==> src/rtl/game_flow_ctrl.sv <==
// game_flow_ctrl: menu map selection, round survival tracking and best-of match sequencing
// for N-player light-cycle play, driven by edge-detected HID keycodes.
module game_flow_ctrl #(
  parameter int NUM_PLAYERS = 2,
  parameter int NUM_MAPS = 2,
  parameter int WINS_TO_MATCH = 3,
  parameter logic [7:0] KEY_ENTER = 8'h28,
  parameter logic [7:0] KEY_UP = 8'h52,
  parameter logic [7:0] KEY_DOWN = 8'h51,
  localparam int MAP_W = NUM_MAPS > 1 ? $clog2(NUM_MAPS) : 1,
  localparam int SC_W = $clog2(WINS_TO_MATCH + 1),
  localparam int PID_W = NUM_PLAYERS > 1 ? $clog2(NUM_PLAYERS) : 1
) (
  input  logic                        Clk,
  input  logic                        Reset_n,
  input  logic                        Reset_Game,
  input  logic                        Reset_Round,
  input  logic [7:0]                  keycode,
  input  logic [NUM_PLAYERS-1:0]      crash,
  output logic [2:0]                  Game_State,
  output logic [MAP_W-1:0]            map_select,
  output logic [NUM_PLAYERS-1:0]      alive,
  output logic [NUM_PLAYERS*SC_W-1:0] scores,
  output logic [PID_W-1:0]            winner_id,
  output logic                        winner_valid,
  output logic                        load_background
);
  typedef enum logic [2:0] {
    MENU          = 3'd0,
    ROUND_PAUSED  = 3'd1,
    ROUND_STARTED = 3'd2,
    ROUND_OVER    = 3'd3,
    MATCH_OVER    = 3'd4
  } state_t;
  state_t state, state_nx;
  logic [7:0] key_prev;
  logic armed, p_enter, p_up, p_down, one_left;
  logic [MAP_W-1:0] map_nx;
  logic [NUM_PLAYERS-1:0] alive_nx, alive_rnd;
  logic [NUM_PLAYERS*SC_W-1:0] scores_nx;
  logic [PID_W-1:0] wid_nx, win_idx;
  logic [SC_W-1:0] win_sc, win_inc;
  logic wv_nx, load_nx;
  // armed stays low for the first edge after Reset_n release so a key held through reset is not seen as a press
  assign p_enter = armed && keycode == KEY_ENTER && key_prev != KEY_ENTER;
  assign p_up = armed && keycode == KEY_UP && key_prev != KEY_UP;
  assign p_down = armed && keycode == KEY_DOWN && key_prev != KEY_DOWN;
  assign alive_rnd = alive & ~crash;
  assign one_left = alive_rnd != '0 && (alive_rnd & (alive_rnd - NUM_PLAYERS'(1))) == '0;
  assign Game_State = state;
  always_comb begin
    win_idx = '0;
    for (int i = 0; i < NUM_PLAYERS; i++)
      if (alive_rnd[i]) win_idx = PID_W'(i);
    win_sc = scores[win_idx*SC_W +: SC_W];
    win_inc = win_sc == SC_W'(WINS_TO_MATCH) ? win_sc : win_sc + SC_W'(1);
  end
  always_comb begin
    state_nx = state;
    map_nx = map_select;
    alive_nx = alive;
    scores_nx = scores;
    wid_nx = winner_id;
    wv_nx = winner_valid;
    case (state)
      MENU: begin
        if (p_up) map_nx = map_select == MAP_W'(NUM_MAPS - 1) ? '0 : map_select + MAP_W'(1);
        if (p_down) map_nx = map_select == '0 ? MAP_W'(NUM_MAPS - 1) : map_select - MAP_W'(1);
        if (p_enter) begin
          state_nx = ROUND_PAUSED;
          alive_nx = '1;
          scores_nx = '0;
        end
      end
      ROUND_PAUSED: if (p_enter) state_nx = ROUND_STARTED;
      ROUND_STARTED: begin
        alive_nx = alive_rnd;
        if (one_left) begin
          scores_nx[win_idx*SC_W +: SC_W] = win_inc;
          wid_nx = win_idx;
          wv_nx = 1'b1;
          state_nx = win_inc == SC_W'(WINS_TO_MATCH) ? MATCH_OVER : ROUND_OVER;
        end else if (alive_rnd == '0) begin
          wv_nx = 1'b0;
          state_nx = ROUND_OVER;
        end else if (Reset_Round) begin
          state_nx = ROUND_PAUSED;
          alive_nx = '1;
        end
      end
      ROUND_OVER: if (p_enter) begin
        state_nx = ROUND_PAUSED;
        alive_nx = '1;
      end
      MATCH_OVER: if (p_enter) begin
        state_nx = MENU;
        scores_nx = '0;
      end
      default: state_nx = MENU;
    endcase
    load_nx = state_nx != state && state_nx != ROUND_STARTED;
  end
  always_ff @(posedge Clk or negedge Reset_n)
    if (!Reset_n) armed <= 1'b0;
    else armed <= 1'b1;
  always_ff @(posedge Clk or negedge Reset_n)
    if (!Reset_n) begin
      state <= MENU;
      map_select <= '0;
      alive <= '1;
      scores <= '0;
      winner_id <= '0;
      winner_valid <= 1'b0;
      load_background <= 1'b0;
      key_prev <= '0;
    end else if (Reset_Game) begin
      state <= MENU;
      map_select <= '0;
      alive <= '1;
      scores <= '0;
      winner_id <= '0;
      winner_valid <= 1'b0;
      load_background <= 1'b0;
      key_prev <= '0;
    end else begin
      state <= state_nx;
      map_select <= map_nx;
      alive <= alive_nx;
      scores <= scores_nx;
      winner_id <= wid_nx;
      winner_valid <= wv_nx;
      load_background <= load_nx;
      key_prev <= keycode;
    end
endmodule

==> config.mk <==
export PLATFORM = sky130hd
export DESIGN_NAME = game_flow_ctrl
export DESIGN_NICKNAME = d
export VERILOG_FILES = /design/src/rtl/game_flow_ctrl.sv
export SDC_FILE = /design/constraint.sdc
export NUM_CORES = 1
export LEC_CHECK = 0
export CORE_MARGIN = 2
export CORE_UTILIZATION = 29
export DETAILED_ROUTE_END_ITERATION = 10
export PLACE_DENSITY = 0.63
export SLEW_MARGIN = 20
export SYNTH_ARGS = -nofsm -noshare
export SYNTH_HDL_FRONTEND = slang
export SYNTH_SLANG_ARGS = --single-unit
==> constraint.sdc <==
create_clock -name Clk -period 3.16 [get_ports Clk]
set_input_delay 0.632 -clock Clk [delete_from_list [all_inputs] [get_ports Clk]]
set_output_delay 0.632 -clock Clk [all_outputs]
set_load 0.005 [all_outputs]
==> flow_metrics.env <==
export IMPL_outcome="finished clean"
export IMPL_die_area_sq_mm=0.004585
export IMPL_crit_arrival_ps=2690
export IMPL_clock_fmax_mhz=392.1
export IMPL_utilization=0.3926
export IMPL_yosysWarningCount=0
export IMPL_worstPathRequired_ps=3300
export IMPL_grt_ovfl_total=0
export IMPL_clock_sinks=22
export IMPL_worstSetupPathType="in -> reg"
export IMPL_synth_area_leaders="dfrtp_1 43%, nor2b_1 6.4%, a21oi_1 5.1%, dfstp_2 4.5%, nor2_1 3.5%"
export IMPL_yosysTopAreaCellShare=0.4251
export IMPL_dp_hpwl_um=1987
export IMPL_area_growth_pct=31.46
export IMPL_synth_most_common_cell="dfrtp_1"
export IMPL_finalSetupViolCount=0
export IMPL_boundaryPins=27
export IMPL_fin_area_sq_mm=0.001548
export IMPL_wl_um=2562
export IMPL_num_vias=981
export IMPL_fin_crit_ps=2550
export IMPL_power_internal_mw=0.4814
export IMPL_viasPerCell=5.005
export IMPL_worstSetupEndpointType="register"
export IMPL_grt_total_usage=0.1299
export IMPL_clk_path_buf_depth=2
export IMPL_postSynthCellCount=120
export IMPL_synth_edff_count=0
export IMPL_peakVddDrop_mv=0.2254
export IMPL_synthesis_area_sq_mm=0.001177
export IMPL_r2r_start="alive[1]$_DFFE_PN1P_"
export IMPL_p_seq_frac=0.483
export IMPL_placed_area_sq_mm=0.001481
export IMPL_htree_levels=1
export IMPL_regToRegSetupSlack_ps=860
export IMPL_synthArstFlopShare=1.000
export IMPL_synth_cell_types=43
export IMPL_die_w_um=67.72
export IMPL_place_ws_ps=360.4
export IMPL_grt_max_degree=23
export IMPL_cts_setup_buffers=0
export IMPL_powerDensity_mw_per_mm2=388.7
export IMPL_rsz0062_at_grt="no"
export IMPL_drtIter0Drc=39
export IMPL_synth_largest_area_cell="dfrtp_1"
export IMPL_dr_pass1_iters=4
export IMPL_final_hold_viol_count=0
export IMPL_cp_max_fo=7
export IMPL_rr_endpoint="load_background$_DFF_PN0_"
export IMPL_drc=0
export IMPL_synth_common_cells="20 x dfrtp_1, 12 x a21oi_1, 12 x nor2b_1"
export IMPL_worst_r2r_cell_count=8
export IMPL_skew_ps=0.8688
export IMPL_cts_resized=0
export IMPL_clk_latency_ps=260
export IMPL_nets=162
export IMPL_maxSlewViolCount=0
export IMPL_routedWlPerCell_um=13.07
export IMPL_coreArea_sq_mm=0.003943
export IMPL_ys_ff_latch=22
export IMPL_port_buffer_count=26
export IMPL_cts_hold_buffers=0
export IMPL_gp_congestion=0.8609
export IMPL_ys_seq_area_frac=0.4697
export IMPL_grt_pass1_vias=981
export IMPL_grt_pass1_wl_um=4367
export IMPL_p_switching_mw=0.1202
export IMPL_p_clk_frac=0.432
export IMPL_antenna_found_initial=0
export IMPL_antennaDiodeCount=0
export IMPL_clockRootBuffer="clkbuf_8"
export IMPL_power_frac_comb=0.085
export IMPL_start_kind="input pin"
export IMPL_slew_headroom=0.5642
export IMPL_numCtsBuffers=3
export IMPL_power_share_switching=0.1998
export IMPL_synth_nets=135
export IMPL_clk_pin_slew_worst_paths_ps=80
export IMPL_die_y_um=67.72
export IMPL_cts_tree="yes"
export IMPL_initial_core_util=0.2986
export IMPL_p_leak_nw=0.6108
export IMPL_hold_path_class="in -> async"
export IMPL_finalCritPeriodShare=0.8071
export IMPL_final_antenna_net_count=0
export IMPL_cp_endpoint="load_background$_DFF_PN0_"
export IMPL_drive_above_1_share=0.1027
export IMPL_tightestPinTransition_ps=651.6
export IMPL_maxCapViolCount=0
export IMPL_avgSynthCellArea_sq_um=9.811
export IMPL_fin_ws_ps=609.7
export IMPL_cp_startpoint="crash[1]"
export IMPL_finalPower_mw=0.6016
export IMPL_finalSetupTns_ps=0
export IMPL_synthFlopType="dfrtp_1"
export IMPL_rows=23
[critical path, cell delays in order]
cell             delay [ps]
clkdlybuf4s50_1         450
nor2b_1                 250
inv_2                   100
ha_1                    400
and4b_1                 250
a31o_1                  130
nor3_1                   60
a211oi_1                330
a21oi_2                  90
[through the flow]
| stage | std cells | hold WS (ps) |
|---|---|---|
| after global routing | 196 | 355.7 |
| after CTS | 196 | 537.1 |
| after detailed placement | 192 | 525.4 |
| final | 196 | 323.9 |
| after floorplan | 120 | 336.4 |
| after global placement | 192 | 515.2 |
[state kept, by name, summed over array words and instances (netlist names)]
register and count:
Game_State 3, alive 2, armed 1, key_prev 8, load_background 1, map_select 1
scores 4, winner_id 1, winner_valid 1
[power by group through the flow]
stage | registers (mW) | clock network, mW | logic, mW
2_1_floorplan | 0.295 | 0 | 0.0228
3_3_place_gp | 0.296 | 0 | 0.0504
3_5_place_dp | 0.296 | 0 | 0.0526
4_1_cts | 0.290 | 0.267 | 0.0528
5_1_grt | 0.291 | 0.277 | 0.0568
6_report | 0.290 | 0.260 | 0.0512
[cells in the final DEF, fill, tap and decap left out, types with 2 or more instances in the layout]
| master | instances |
|---|---|
| a211oi_1 | 2 |
| nor2_1 | 11 |
| dfrtp_1 | 20 |
| dfstp_2 | 2 |
| o22a_1 | 2 |
| and2_1 | 2 |
| nand2b_1 | 4 |
| xor2_1 | 2 |
| nor2b_1 | 12 |
| nand2_1 | 6 |
| clkbuf_8 | 3 |
| nor4bb_1 | 2 |
| clkdlybuf4s50_1 | 25 |
| a41oi_1 | 3 |
| nand3b_1 | 2 |
| mux2i_1 | 2 |
| inv_1 | 6 |
| a21oi_1 | 12 |
| nor3_1 | 3 |
[per-layer routing]
metal / vias up / GRT usage / part of all wire
met2: 29 / 0.2206 / 0.50
met3: 2 / 0.04667 / 0.060
met4: 0 / 0.03316 / 0.0066
met5: - / 0 / 0
li1: 478 / - / -
met1: 472 / 0.1552 / 0.43
[kinds of logic after synthesis]
group / Yosys count / synth area share
adders and majority gates: 1 / 0.01063
other: 1 / 0.003185
and+or+nand+nor: 52 / 0.2752
AOI/OAI and AO/OA: 29 / 0.1711
DFF: 22 / 0.4697
xor gates and xnor gates: 2 / 0.01488
muxes: 2 / 0.01700
buffers and inverters: 11 / 0.03825
[layout make-up]
cell class                 count  area (sq um)
inverter                       7         26.28
multi-input combinational     87         579.3
clock buffer                   3         41.29
tap                           50         62.56
clock inverter                 1         30.03
sequential                    22         553.0
fill                         386          2395
timing repair buffer          26         255.2
[how the worst min path moves through the flow]
| stage | slack [ps] | start | cells past startpoint | to |
|---|---|---|---|---|
| after global routing | 360 | Reset_n | 1 | winner_valid$_DFFE_PN0P_ |
| final | 320 | Reset_n | 1 | scores[3]$_DFFE_PN0P_ |
| after floorplan | 340 | Reset_n | 0 | Game_State[0]$_DFF_PN0_ |
| after CTS | 540 | winner_valid$_DFFE_PN0P_ | 2 | winner_valid$_DFFE_PN0P_ |
| after detailed placement | 530 | winner_valid$_DFFE_PN0P_ | 2 | winner_valid$_DFFE_PN0P_ |
| after global placement | 520 | winner_id$_DFFE_PN0P_ | 2 | winner_id$_DFFE_PN0P_ |
Note: power is estimated with default switching activity, not from simulation.
